`config.mk`:
```
export PLATFORM = sky130hd
export DESIGN_NAME = puf_crp_collector_flat
export DESIGN_NICKNAME = d
export VERILOG_FILES = /design/src/rtl/puf_crp_collector_if.sv /design/src/rtl/puf_crp_collector.sv /design/src/flat_wrapper.sv
export SDC_FILE = /design/constraint.sdc
export NUM_CORES = 1
export LEC_CHECK = 0
export CORE_MARGIN = 4
export CORE_UTILIZATION = 39
export CTS_BUF_LIST = sky130_fd_sc_hd__clkbuf_2
export DETAILED_ROUTE_END_ITERATION = 10
export PLACE_DENSITY_LB_ADDON = 0.08
export SLEW_MARGIN = 20
export SYNTH_ARGS = -nofsm -noshare
export SYNTH_HDL_FRONTEND = slang
export SYNTH_SLANG_ARGS = --single-unit
```
`constraint.sdc`:
```
create_clock -name clk -period 3.3 [get_ports clk]
set_clock_uncertainty 0.2 [all_clocks]
set_input_delay 0.495 -clock clk [delete_from_list [all_inputs] [get_ports clk]]
set_output_delay 0.495 -clock clk [all_outputs]
set_load 0.005 [all_outputs]
```
`src/rtl/puf_crp_collector_if.sv`:
```
// Signal bundle between a sweep controller, the PUF under test and the CRP sink.
// The slave modport is the collector's view; master is the surrounding environment.
interface puf_crp_collector_if;
    logic       start;
    logic [7:0] chall_first;
    logic [7:0] chall_last;

    logic       puf_en;
    logic       puf_rst;
    logic [7:0] puf_chall;
    logic [7:0] puf_response;
    logic       puf_ready;

    logic       crp_valid;
    logic       crp_ready;
    logic [7:0] crp_chall;
    logic [7:0] crp_resp;
    logic       crp_err;

    logic       busy;
    logic       done;
    logic       err_seen;
    logic [8:0] crp_count;

    modport master (
        output start, chall_first, chall_last,
        output puf_response, puf_ready,
        output crp_ready,
        input  puf_en, puf_rst, puf_chall,
        input  crp_valid, crp_chall, crp_resp, crp_err,
        input  busy, done, err_seen, crp_count
    );

    modport slave (
        input  start, chall_first, chall_last,
        input  puf_response, puf_ready,
        input  crp_ready,
        output puf_en, puf_rst, puf_chall,
        output crp_valid, crp_chall, crp_resp, crp_err,
        output busy, done, err_seen, crp_count
    );
endinterface

```
`src/rtl/puf_crp_collector.sv`:
```
// Sweeps a range of 8-bit challenges through a PUF and streams challenge/response
// records downstream, substituting an error record when the PUF does not answer.
module puf_crp_collector #(
    parameter int RST_CYCLES     = 1,
    parameter int TIMEOUT_CYCLES = 1024
) (
    input  logic                 clk,
    input  logic                 rst,
    puf_crp_collector_if.slave   bus
);

    localparam logic [3:0]  RST_LAST     = 4'(RST_CYCLES - 1);
    localparam logic [15:0] TIMEOUT_LAST = 16'(TIMEOUT_CYCLES - 1);

    typedef enum logic [2:0] {
        ST_IDLE,
        ST_PRST,
        ST_WAIT,
        ST_EMIT,
        ST_DONE
    } state_t;

    state_t      state_reg,    state_next;
    logic [7:0]  chall_reg,    chall_next;
    logic [7:0]  end_reg,      end_next;
    logic [3:0]  rst_cnt_reg,  rst_cnt_next;
    logic [15:0] wait_cnt_reg, wait_cnt_next;
    logic [7:0]  resp_reg,     resp_next;
    logic        err_reg,      err_next;
    logic        err_seen_reg, err_seen_next;
    logic [8:0]  count_reg,    count_next;

    always_ff @(posedge clk) begin
        if (rst) begin
            state_reg    <= ST_IDLE;
            chall_reg    <= 8'h00;
            end_reg      <= 8'h00;
            rst_cnt_reg  <= 4'd0;
            wait_cnt_reg <= 16'd0;
            resp_reg     <= 8'h00;
            err_reg      <= 1'b0;
            err_seen_reg <= 1'b0;
            count_reg    <= 9'd0;
        end else begin
            state_reg    <= state_next;
            chall_reg    <= chall_next;
            end_reg      <= end_next;
            rst_cnt_reg  <= rst_cnt_next;
            wait_cnt_reg <= wait_cnt_next;
            resp_reg     <= resp_next;
            err_reg      <= err_next;
            err_seen_reg <= err_seen_next;
            count_reg    <= count_next;
        end
    end

    always_comb begin
        state_next    = state_reg;
        chall_next    = chall_reg;
        end_next      = end_reg;
        rst_cnt_next  = rst_cnt_reg;
        wait_cnt_next = wait_cnt_reg;
        resp_next     = resp_reg;
        err_next      = err_reg;
        err_seen_next = err_seen_reg;
        count_next    = count_reg;

        bus.puf_en    = 1'b0;
        bus.puf_rst   = 1'b0;
        bus.crp_valid = 1'b0;
        bus.busy      = 1'b1;
        bus.done      = 1'b0;

        unique case (state_reg)
            ST_IDLE: begin
                bus.busy = 1'b0;
                if (bus.start) begin
                    chall_next    = bus.chall_first;
                    end_next      = bus.chall_last;
                    count_next    = 9'd0;
                    err_seen_next = 1'b0;
                    rst_cnt_next  = 4'd0;
                    state_next    = ST_PRST;
                end
            end

            ST_PRST: begin
                bus.puf_en  = 1'b1;
                bus.puf_rst = 1'b1;
                if (rst_cnt_reg == RST_LAST) begin
                    rst_cnt_next  = 4'd0;
                    wait_cnt_next = 16'd0;
                    state_next    = ST_WAIT;
                end else begin
                    rst_cnt_next = rst_cnt_reg + 4'd1;
                end
            end

            ST_WAIT: begin
                bus.puf_en = 1'b1;
                // The first WAIT cycle is a settle cycle; ready is tested ahead of
                // the timeout so a response on the final cycle still counts.
                if (wait_cnt_reg != 16'd0 && bus.puf_ready) begin
                    resp_next  = bus.puf_response;
                    err_next   = 1'b0;
                    state_next = ST_EMIT;
                end else if (wait_cnt_reg == TIMEOUT_LAST) begin
                    resp_next     = 8'h00;
                    err_next      = 1'b1;
                    err_seen_next = 1'b1;
                    state_next    = ST_EMIT;
                end else begin
                    wait_cnt_next = wait_cnt_reg + 16'd1;
                end
            end

            ST_EMIT: begin
                bus.puf_en    = 1'b1;
                bus.crp_valid = 1'b1;
                if (bus.crp_ready) begin
                    count_next = count_reg + 9'd1;
                    if (chall_reg == end_reg) begin
                        state_next = ST_DONE;
                    end else begin
                        chall_next   = chall_reg + 8'd1;
                        rst_cnt_next = 4'd0;
                        state_next   = ST_PRST;
                    end
                end
            end

            ST_DONE: begin
                bus.done   = 1'b1;
                state_next = ST_IDLE;
            end

            default: begin
                state_next = ST_IDLE;
            end
        endcase
    end

    // The record challenge is the live challenge register: it only moves on the
    // EMIT handshake, so it is stable for as long as the record is offered.
    assign bus.puf_chall = chall_reg;
    assign bus.crp_chall = chall_reg;
    assign bus.crp_resp  = resp_reg;
    assign bus.crp_err   = err_reg;
    assign bus.err_seen  = err_seen_reg;
    assign bus.crp_count = count_reg;

endmodule

```
`src/flat_wrapper.sv`:
```
// flat-port wrapper written by rule: the top's interface ports become plain ports
module puf_crp_collector_flat 
#(
    parameter int RST_CYCLES     = 1,
    parameter int TIMEOUT_CYCLES = 1024
)
  (clk, rst, bus_start, bus_chall_first, bus_chall_last, bus_puf_response, bus_puf_ready, bus_crp_ready, bus_puf_en, bus_puf_rst, bus_puf_chall, bus_crp_valid, bus_crp_chall, bus_crp_resp, bus_crp_err, bus_busy, bus_done, bus_err_seen, bus_crp_count);
  puf_crp_collector_if bus_i ();
  input  logic clk;
  input  logic rst;
  input wire logic [$bits(bus_i.start)-1:0] bus_start;
  input wire logic [$bits(bus_i.chall_first)-1:0] bus_chall_first;
  input wire logic [$bits(bus_i.chall_last)-1:0] bus_chall_last;
  input wire logic [$bits(bus_i.puf_response)-1:0] bus_puf_response;
  input wire logic [$bits(bus_i.puf_ready)-1:0] bus_puf_ready;
  input wire logic [$bits(bus_i.crp_ready)-1:0] bus_crp_ready;
  output wire logic [$bits(bus_i.puf_en)-1:0] bus_puf_en;
  output wire logic [$bits(bus_i.puf_rst)-1:0] bus_puf_rst;
  output wire logic [$bits(bus_i.puf_chall)-1:0] bus_puf_chall;
  output wire logic [$bits(bus_i.crp_valid)-1:0] bus_crp_valid;
  output wire logic [$bits(bus_i.crp_chall)-1:0] bus_crp_chall;
  output wire logic [$bits(bus_i.crp_resp)-1:0] bus_crp_resp;
  output wire logic [$bits(bus_i.crp_err)-1:0] bus_crp_err;
  output wire logic [$bits(bus_i.busy)-1:0] bus_busy;
  output wire logic [$bits(bus_i.done)-1:0] bus_done;
  output wire logic [$bits(bus_i.err_seen)-1:0] bus_err_seen;
  output wire logic [$bits(bus_i.crp_count)-1:0] bus_crp_count;
  assign bus_i.start = bus_start;
  assign bus_i.chall_first = bus_chall_first;
  assign bus_i.chall_last = bus_chall_last;
  assign bus_i.puf_response = bus_puf_response;
  assign bus_i.puf_ready = bus_puf_ready;
  assign bus_i.crp_ready = bus_crp_ready;
  assign bus_puf_en = bus_i.puf_en;
  assign bus_puf_rst = bus_i.puf_rst;
  assign bus_puf_chall = bus_i.puf_chall;
  assign bus_crp_valid = bus_i.crp_valid;
  assign bus_crp_chall = bus_i.crp_chall;
  assign bus_crp_resp = bus_i.crp_resp;
  assign bus_crp_err = bus_i.crp_err;
  assign bus_busy = bus_i.busy;
  assign bus_done = bus_i.done;
  assign bus_err_seen = bus_i.err_seen;
  assign bus_crp_count = bus_i.crp_count;
  puf_crp_collector #(.RST_CYCLES(RST_CYCLES), .TIMEOUT_CYCLES(TIMEOUT_CYCLES)) u_core (.clk(clk), .rst(rst), .bus(bus_i));
endmodule
```
Word level (Yosys, flattened, before mapping)
Cells that the tools add are included. Widths: inputs -> output; s select.

Output and inout bits: 40. Logic and storage cells: 80. Bits of input ports: 29. Flip-flop bits (word level): 58.

Multiplexer cells: 35. $add $sub $neg: 4. Reduce and logical (&&, ||, !) cells: 18. Eq/ne operators: 14.

Operators by type and width (count): $mux 16 (3); $mux 8 (5); $pmux 16 s2 (1); $reduce_and 4->1 (5); $mux 3 (6); $mux 9 (2); $pmux 9 s2 (1); $add 16x1->16 const B (1); $eq 16x10->1 const B (1); $mux 4 (4); $pmux 8 s2 (1); $reduce_bool 16->1 (1); $pmux 3 s4 (1); $pmux 4 s3 (1); $ne 2x2->1 const B (5); $add 9x1->9 const B (1); $mux 1 (9); $add 8x1->8 const B (1); $eq 8x8->1 (1); $reduce_bool 2->1 (4); $eq 3x2->1 const B (2); $add 4x1->4 const B (1); $logic_not 4->1 (1); $ne 2x1->1 const B (2); other kinds (10) (11).

Logic depth before layout (Yosys ltp)
Gate-level depths: netlist (run 1).

Depth after elaboration: 4. Mapped depth: 8. Mapped depth without buffers: 7.

Worst setup path before layout (run 1)
Ideal clock, no wire load.

Path kind: register -> register. Start point: reg u_core.wait_cnt_reg[8]. End point: reg u_core.wait_cnt_reg[9]. Library setup time: 67 ps. Arrival time: 2105 ps. Cell stages (with the launch flop): 8. Period minus slack after synthesis: 2372 ps. Path buffers: 2. Setup slack: 928 ps. Data required time: 3033 ps. Cell sequence: dfxtp_1 -> buf_6 -> or4_1 -> o41a_1 -> nor4_4 -> buf_6 -> nand3_1 -> o21ai_2.

Cells in the longest elaborated chain, start to end: 4. Elaborated cells between the ends (all ways): 10. Those cells by class: add/sub (1); eq/ne (3); mux (3); reduce/logical (3).

Ends and longest elaborated chain: start, declared (RTL line puf_crp_collector.sv:27) `logic [15:0] wait_cnt_reg, wait_cnt_next;`; start signal, assigned (RTL line puf_crp_collector.sv:49) `wait_cnt_reg <= wait_cnt_next;`; $add 16x1->16 / $reduce_bool 16->1 (equally long branches) (RTL line puf_crp_collector.sv:113, puf_crp_collector.sv:103); $mux 16 / $logic_and 1x1->1 (equally long branches) (RTL line puf_crp_collector.sv:107, puf_crp_collector.sv:103); $mux 16 / $ne 2x2->1 (equally long branches); $pmux 16 s2 / $reduce_and 4->1 (equally long branches).

Several ways; a longest one is shown, not always the timed one. The select of a mux whose other input is x is not followed. A chain may end at the register's enable or synchronous reset.

Final worst setup path (run 1)
Start point: reg u_core.state_reg[0]. End point: out bus_puf_rst.

Cells in the longest elaborated chain, start to end: 2.

Ends and longest elaborated chain: start, declared (RTL line puf_crp_collector.sv:23) `state_t state_reg, state_next;`; start signal, assigned (RTL line puf_crp_collector.sv:45) `state_reg <= state_next;`; $eq 3x1->1 (RTL line puf_crp_collector.sv:74) `unique case (state_reg)`; $mux 1 (RTL line puf_crp_collector.sv:74); end, declared (RTL line flat_wrapper.sv:18) `output wire logic [$bits(bus_i.puf_rst)-1:0] bus_puf_rst;`.

No other way between the ends.

==> impl_metrics.py, run 1 <==
metrics = {
    "sta": {
        "worst_pin_slew_ns": 0.728,
        "rsz0062_at_grt": "no",
        "hold_viol_final": 0,
        "setup_viol": 0,
        "period_share": 0.923,
        "fmax_mhz": 328,
        "slew-limit-headroom": 0.511,
        "setup_tns_ns": 0,
        "final_max_slew_viol_count": 0,
        "fin_crit_ns": 3.05,
    },
    "yosys": {
        "async_flop_share": 0,
        "synth_top_flop_cell": "dfxtp_1",
        "syn_area_per_cell_um2": 8.22,
        "syn_area_um2": 3060,
        "syn-num-nets": 407,
        "synth.largest_area_cell": "dfxtp_1",
        "synth_top_cells_by_area": "dfxtp_1, nor2_1, nand2_1",
        "ys_warn_count": 0,
        "synth_edf_count": 0,
        "ys_seq_area_frac": 0.380,
        "synth_seq_cells": 58,
        "ys_types": 60,
        "synth_top_area_frac": 0.380,
        "synthCells": 372,
    },
    "global_routing": {
        "grt_pass1_wl_mm": 13.7,
        "grt_util_met2": 0.285,
        "grt_antenna_before_repair": 0,
        "grt_use_met1": 0.250,
        "grtUsageMet3": 0.0581,
        "grt_overflow": 0,
        "grt_pass1_vias": 2768,
        "grt_usage": 0.188,
        "gr-max-usage-layer": "met2",
        "grt_max_degree": 29,
    },
    "die": {
        "design.core.area_um2": 7690,
        "fp.dieArea_um2": 9320,
        "die_x_um": 96.5,
        "ios": 69,
        "die_y_um": 96.5,
        "start_util": 0.398,
        "rows": 32,
    },
    "finish": {
        "layout-drive-gt1-share": 0.0911,
        "area_growth_pct": 26.9,
        "layout_common_cells": "clkdlybuf4s50_1, dfxtp_1, nor2_1, nand2_1, a21oi_1",
        "largest_register_ffs": 16,
        "final_common_cell": "clkdlybuf4s50_1",
        "antenna_cells": 0,
        "num-nets-final": 469,
    },
    "setup_path": {
        "critPathCaptureType": "primary output",
        "worstPathRequired_ns": 2.60,
        "rr_endpoint": "u_core.wait_cnt_reg[13]",
        "cp-start-kind": "flop",
        "ff2ff_setup_slack_ns": 0.57,
        "r2r_start": "u_core.wait_cnt_reg[0]",
        "cp_max_fo": 16,
        "worst_ep_arrival_time_ns": 2.35,
        "crit_type": "reg -> out",
        "reg2regPathDepth": 8,
    },
    "worst_hold_path": {
        "min_path_type": "reg -> reg",
        "hold_depth": 2,
        "worstHoldStart": "u_core.bus.err_seen",
        "hold_end": "u_core.bus.err_seen",
    },
    "clocking": {
        "clockBufferDepth": 2,
        "htree_num_levels": 3,
        "hold_buffers": 0,
        "cts_setup_buffers": 0,
        "clk_pin_slew_ns": 0.18,
        "numCtsBuffers": 9,
        "tritoncts": "built",
        "cts_sinks": 58,
        "clk_latency_ns": 0.48,
        "cts_root_buf": "clkbuf_2",
        "cts_resized": 0,
    },
    "power": {
        "peakVddDrop_uv": 230,
        "power_w": 0.00206,
        "leakagePower_nw": 1.35,
        "powerDensity_nw_per_um2": 532,
    },
    "route": {
        "drc_errors": 0,
        "drt_first_iter_violations": 88,
        "ant_nets": 0,
        "routed_via_density": 5.41,
        "num_vias": 2927,
        "wl_per_cell_um": 14.9,
        "wl_mm": 8.06,
        "first_pass_iters": 8,
    },
    "placement": {
        "port_buffers": 68,
        "place_congestion": 0.841,
        "post-dp-hpwl_mm": 5.77,
    },
    "flow_run": {
        "maxCapViolations": 0,
    },
    "run_status": {
        "status": "finished clean",
    },
}
==> synth_stat cells, types with 2 or more instances <==
| library cell | count |
|---|---|
| dfxtp_1 | 58 |
| nor2_1 | 44 |
| nand2_1 | 40 |
| a21oi_1 | 24 |
| o21ai_0 | 14 |
| clkbuf_1 | 13 |
| nand3_1 | 13 |
| nand4_1 | 13 |
| nor3_1 | 10 |
| xnor2_1 | 10 |
| a22oi_1 | 9 |
| inv_1 | 9 |
| o21ai_1 | 9 |
| buf_4 | 8 |
| and3_1 | 7 |
| a31oi_1 | 6 |
| ha_1 | 6 |
| nor3b_1 | 6 |
| nand2b_1 | 5 |
| xor2_1 | 5 |
| a211oi_1 | 3 |
| buf_6 | 3 |
| nor2b_1 | 3 |
| nor4_1 | 3 |
| or3_1 | 3 |
| a311oi_1 | 2 |
| a32o_1 | 2 |
| a41oi_1 | 2 |
| and2_1 | 2 |
| and4_2 | 2 |
| mux2_2 | 2 |
| nor4_4 | 2 |
| o2bb2ai_1 | 2 |
| o31ai_1 | 2 |
| o32ai_1 | 2 |
| or2_2 | 2 |
| or4_1 | 2 |
| or4_4 | 2 |
==> per-stage QoR <==
stage | utilization | hold slack, ns | cells | area [µm²] | setup WS, ns
3_5_place_dp | 0.490 | 0.249 | 525 | 3770 | 0.483
5_1_grt | 0.505 | 0.263 | 541 | 3880 | 0.0729
3_3_place_gp | 0.490 | 0.247 | 525 | 3770 | 0.532
2_1_floorplan | - | 0.239 | 372 | 3060 | 0.928
4_1_cts | 0.505 | 0.271 | 541 | 3880 | 0.234
6_report | 0.505 | 0.270 | 541 | 3880 | 0.254
==> power by group <==
group / switching [W] / internal, W
clock: 0.000270 / 0.000178
combinational: 0.000381 / 0.000363
sequential: 0.000110 / 0.000761
==> critical path: stages, from the launching register on <==
cell             delay, ns
dfxtp_1               0.65
nor3b_1               0.61
clkdlybuf4s50_1       0.63
==> worst max-delay path by stage <==
stage	slack (ns)	from	to	cells after the start
after floorplan	0.93	u_core.wait_cnt_reg[8]	u_core.wait_cnt_reg[9]	7
after global placement	0.53	bus_start	u_core.bus.crp_count[8]	7
after detailed placement	0.48	bus_start	u_core.bus.crp_count[6]	7
after CTS	0.23	u_core.state_reg[0]	bus_puf_rst	2
after global routing	0.07	u_core.state_reg[0]	bus_puf_rst	2
final	0.25	u_core.state_reg[0]	bus_puf_rst	2
==> kinds of logic (layout without fill, tap and decap cells) <==
logic type | Yosys count | after routing | synth area share
xor gates and xnor gates | 15 | 15 | 0.0430
muxes | 3 | 3 | 0.0106
AOI/OAI and AO/OA | 90 | 90 | 0.193
and+or+nand+nor | 166 | 166 | 0.287
adders and majority gates | 6 | 6 | 0.0246
DFF | 58 | 58 | 0.380
buffers and inverters | 34 | 101 | 0.0622
==> layer usage <==
layer	vias to the layer above	routed length [µm]
met2	68	3850
met5	-	0
met4	0	140
li1	1475	-
met1	1373	3710
met3	11	363
==> final cells by class <==
class	instances	area (µm²)
fill	754	3810
multi-input combinational	280	1710
sequential	58	1160
timing repair buffer	76	741
tap	102	128
clock buffer	11	55.1
clock inverter	5	55.1
inverter	9	33.8
Power figures use the tool's default switching activity.
==> inputs of run 2 (changes only) <==
--- a/config.mk
+++ b/config.mk
@@ -10,6 +10,7 @@
 export CTS_BUF_LIST = sky130_fd_sc_hd__clkbuf_2
 export DETAILED_ROUTE_END_ITERATION = 10
 export PLACE_DENSITY_LB_ADDON = 0.08
+export REMOVE_ABC_BUFFERS = 1
 export SLEW_MARGIN = 20
 export SYNTH_ARGS = -nofsm -noshare
 export SYNTH_HDL_FRONTEND = slang
==> impl_metrics.py, run 2 (synthesis results as in run 1) <==
metrics = {
    "run_status": {
        "status": "finished clean",
    },
    "die": {
        "rows": 32,
        "ios": 69,
        "design.core.area_um2": 7690,
        "fp.dieArea_um2": 9320,
        "start_util": 0.398,
        "die_x_um": 96.5,
        "die_y_um": 96.5,
    },
    "sta": {
        "hold_viol_final": 0,
        "setup_tns_ns": 0,
        "rsz0062_at_grt": "no",
        "final_max_slew_viol_count": 0,
        "slew-limit-headroom": 0.434,
        "setup_viol": 0,
        "fin_crit_ns": 2.88,
        "fmax_mhz": 347,
        "period_share": 0.872,
        "worst_pin_slew_ns": 0.848,
    },
    "worst_hold_path": {
        "hold_end": "u_core.bus.err_seen",
        "hold_depth": 2,
        "worstHoldStart": "u_core.bus.err_seen",
        "min_path_type": "reg -> reg",
    },
    "clocking": {
        "hold_buffers": 0,
        "tritoncts": "built",
        "htree_num_levels": 3,
        "cts_resized": 0,
        "clk_pin_slew_ns": 0.18,
        "cts_sinks": 58,
        "cts_setup_buffers": 0,
        "numCtsBuffers": 9,
        "clockBufferDepth": 2,
        "cts_root_buf": "clkbuf_2",
        "clk_latency_ns": 0.48,
    },
    "route": {
        "ant_nets": 0,
        "wl_mm": 8.12,
        "drt_first_iter_violations": 141,
        "drc_errors": 0,
        "first_pass_iters": 6,
        "routed_via_density": 5.45,
        "wl_per_cell_um": 15.0,
        "num_vias": 2953,
    },
    "global_routing": {
        "grt_max_degree": 28,
        "grt_pass1_wl_mm": 13.6,
        "grt_usage": 0.184,
        "grt_overflow": 0,
        "grt_pass1_vias": 2812,
        "grt_antenna_before_repair": 0,
    },
    "power": {
        "peakVddDrop_uv": 280,
        "powerDensity_nw_per_um2": 530,
        "leakagePower_nw": 1.35,
    },
    "placement": {
        "place_inst": 526,
        "place_congestion": 0.859,
        "port_buffers": 68,
        "post-dp-hpwl_mm": 5.86,
    },
    "finish": {
        "num-nets-final": 470,
        "area_growth_pct": 27.1,
        "antenna_cells": 0,
        "layout.cells.non_filler": 542,
        "layout_common_cells": "clkdlybuf4s50_1, dfxtp_1, nor2_1, nand2_1, a21oi_1",
        "layout-drive-gt1-share": 0.0886,
        "final_common_cell": "clkdlybuf4s50_1",
        "fillCellCount": 762,
        "largest_register_ffs": 16,
    },
    "setup_path": {
        "worstPathRequired_ns": 3.52,
        "reg2regPathDepth": 5,
        "critPathCaptureType": "flop",
        "ff2ff_setup_slack_ns": 0.42,
        "r2r_start": "u_core.wait_cnt_reg[10]",
        "rr_endpoint": "u_core.wait_cnt_reg[12]",
        "cp_max_fo": 12,
        "worst_ep_arrival_time_ns": 3.10,
        "crit_type": "reg -> reg",
        "cp-start-kind": "flop",
    },
    "flow_run": {
        "maxCapViolations": 0,
    },
}
run 2: changes by cell type in the layout (fill, tap and decap cells not counted):
cell	change
clkinv_1	+2
buf_4	+1
clkbuf_2	-1
clkinv_2	-1
run 2: per-stage QoR:
stage,setup WS (ns),instance area [µm²],hold slack [ns],power (W),utilization
CTS,0.392,3880,0.275,0.00208,0.505
finish,0.422,3880,0.276,0.00206,0.505
floorplan,0.790,2900,0.239,0.00126,-
global placement,0.485,3780,0.250,0.00163,0.491
global route,0.161,3880,0.280,0.00220,0.505
detailed placement,0.433,3780,0.254,0.00163,0.491
run 2: power by group:
| group | internal [W] | switching [W] | total (W) | leakage, nW |
|---|---|---|---|---|
| logic | 0.000366 | 0.000381 | 0.000747 | 0.817 |
| clock network | 0.000172 | 0.000270 | 0.000442 | 0.0630 |
| registers | 0.000761 | 0.000107 | 0.000869 | 0.470 |
run 2: final cells by class:
cell class,instances,area (µm²),area share
Tap cell,102,128,0.0329
Clock inverter,6,57.6,0.0148
Timing Repair Buffer,77,748,0.193
Inverter,9,33.8,0.00870
Multi-Input combinational cell,280,1710,0.439
Clock buffer,10,50.0,0.0129
Sequential cell,58,1160,0.299
run 2: worst max-delay path: stages (launching register included):
cell and delay, ns:
dfxtp_1 0.37, or4_4 0.58, or4_4 0.58, a311oi_2 0.78, o21ai_0 0.20, o21ai_1 0.12
run 2: worst max-delay path by stage:
stage | slack, ns | start | to | depth (start not counted)
floorplan | 0.79 | u_core.wait_cnt_reg[10] | u_core.wait_cnt_reg[12] | 5
CTS | 0.39 | u_core.wait_cnt_reg[10] | u_core.wait_cnt_reg[12] | 5
global route | 0.16 | u_core.wait_cnt_reg[1] | u_core.wait_cnt_reg[13] | 6
finish | 0.42 | u_core.wait_cnt_reg[10] | u_core.wait_cnt_reg[12] | 5
detailed placement | 0.43 | u_core.wait_cnt_reg[10] | u_core.wait_cnt_reg[12] | 5
global placement | 0.48 | u_core.wait_cnt_reg[10] | u_core.wait_cnt_reg[12] | 5
run 2: layer usage:
metal / share of wire / GRT usage / wire length, µm
met1: 0.47 / 0.246 / 3810
met2: 0.47 / 0.289 / 3800
met3: 0.051 / 0.0519 / 412
met4: 0.013 / 0.0561 / 103
met5: 0 / 0 / 0
==> inputs of run 3 (changes only) <==
--- a/config.mk
+++ b/config.mk
@@ -5,6 +5,7 @@
 export SDC_FILE = /design/constraint.sdc
 export NUM_CORES = 1
 export LEC_CHECK = 0
+export ABC_CLOCK_PERIOD_IN_PS = 3300
 export CORE_MARGIN = 4
 export CORE_UTILIZATION = 39
 export CTS_BUF_LIST = sky130_fd_sc_hd__clkbuf_2
==> results of run 3 <==
The final DEF is identical to that of run 2; final timing and power are the same.
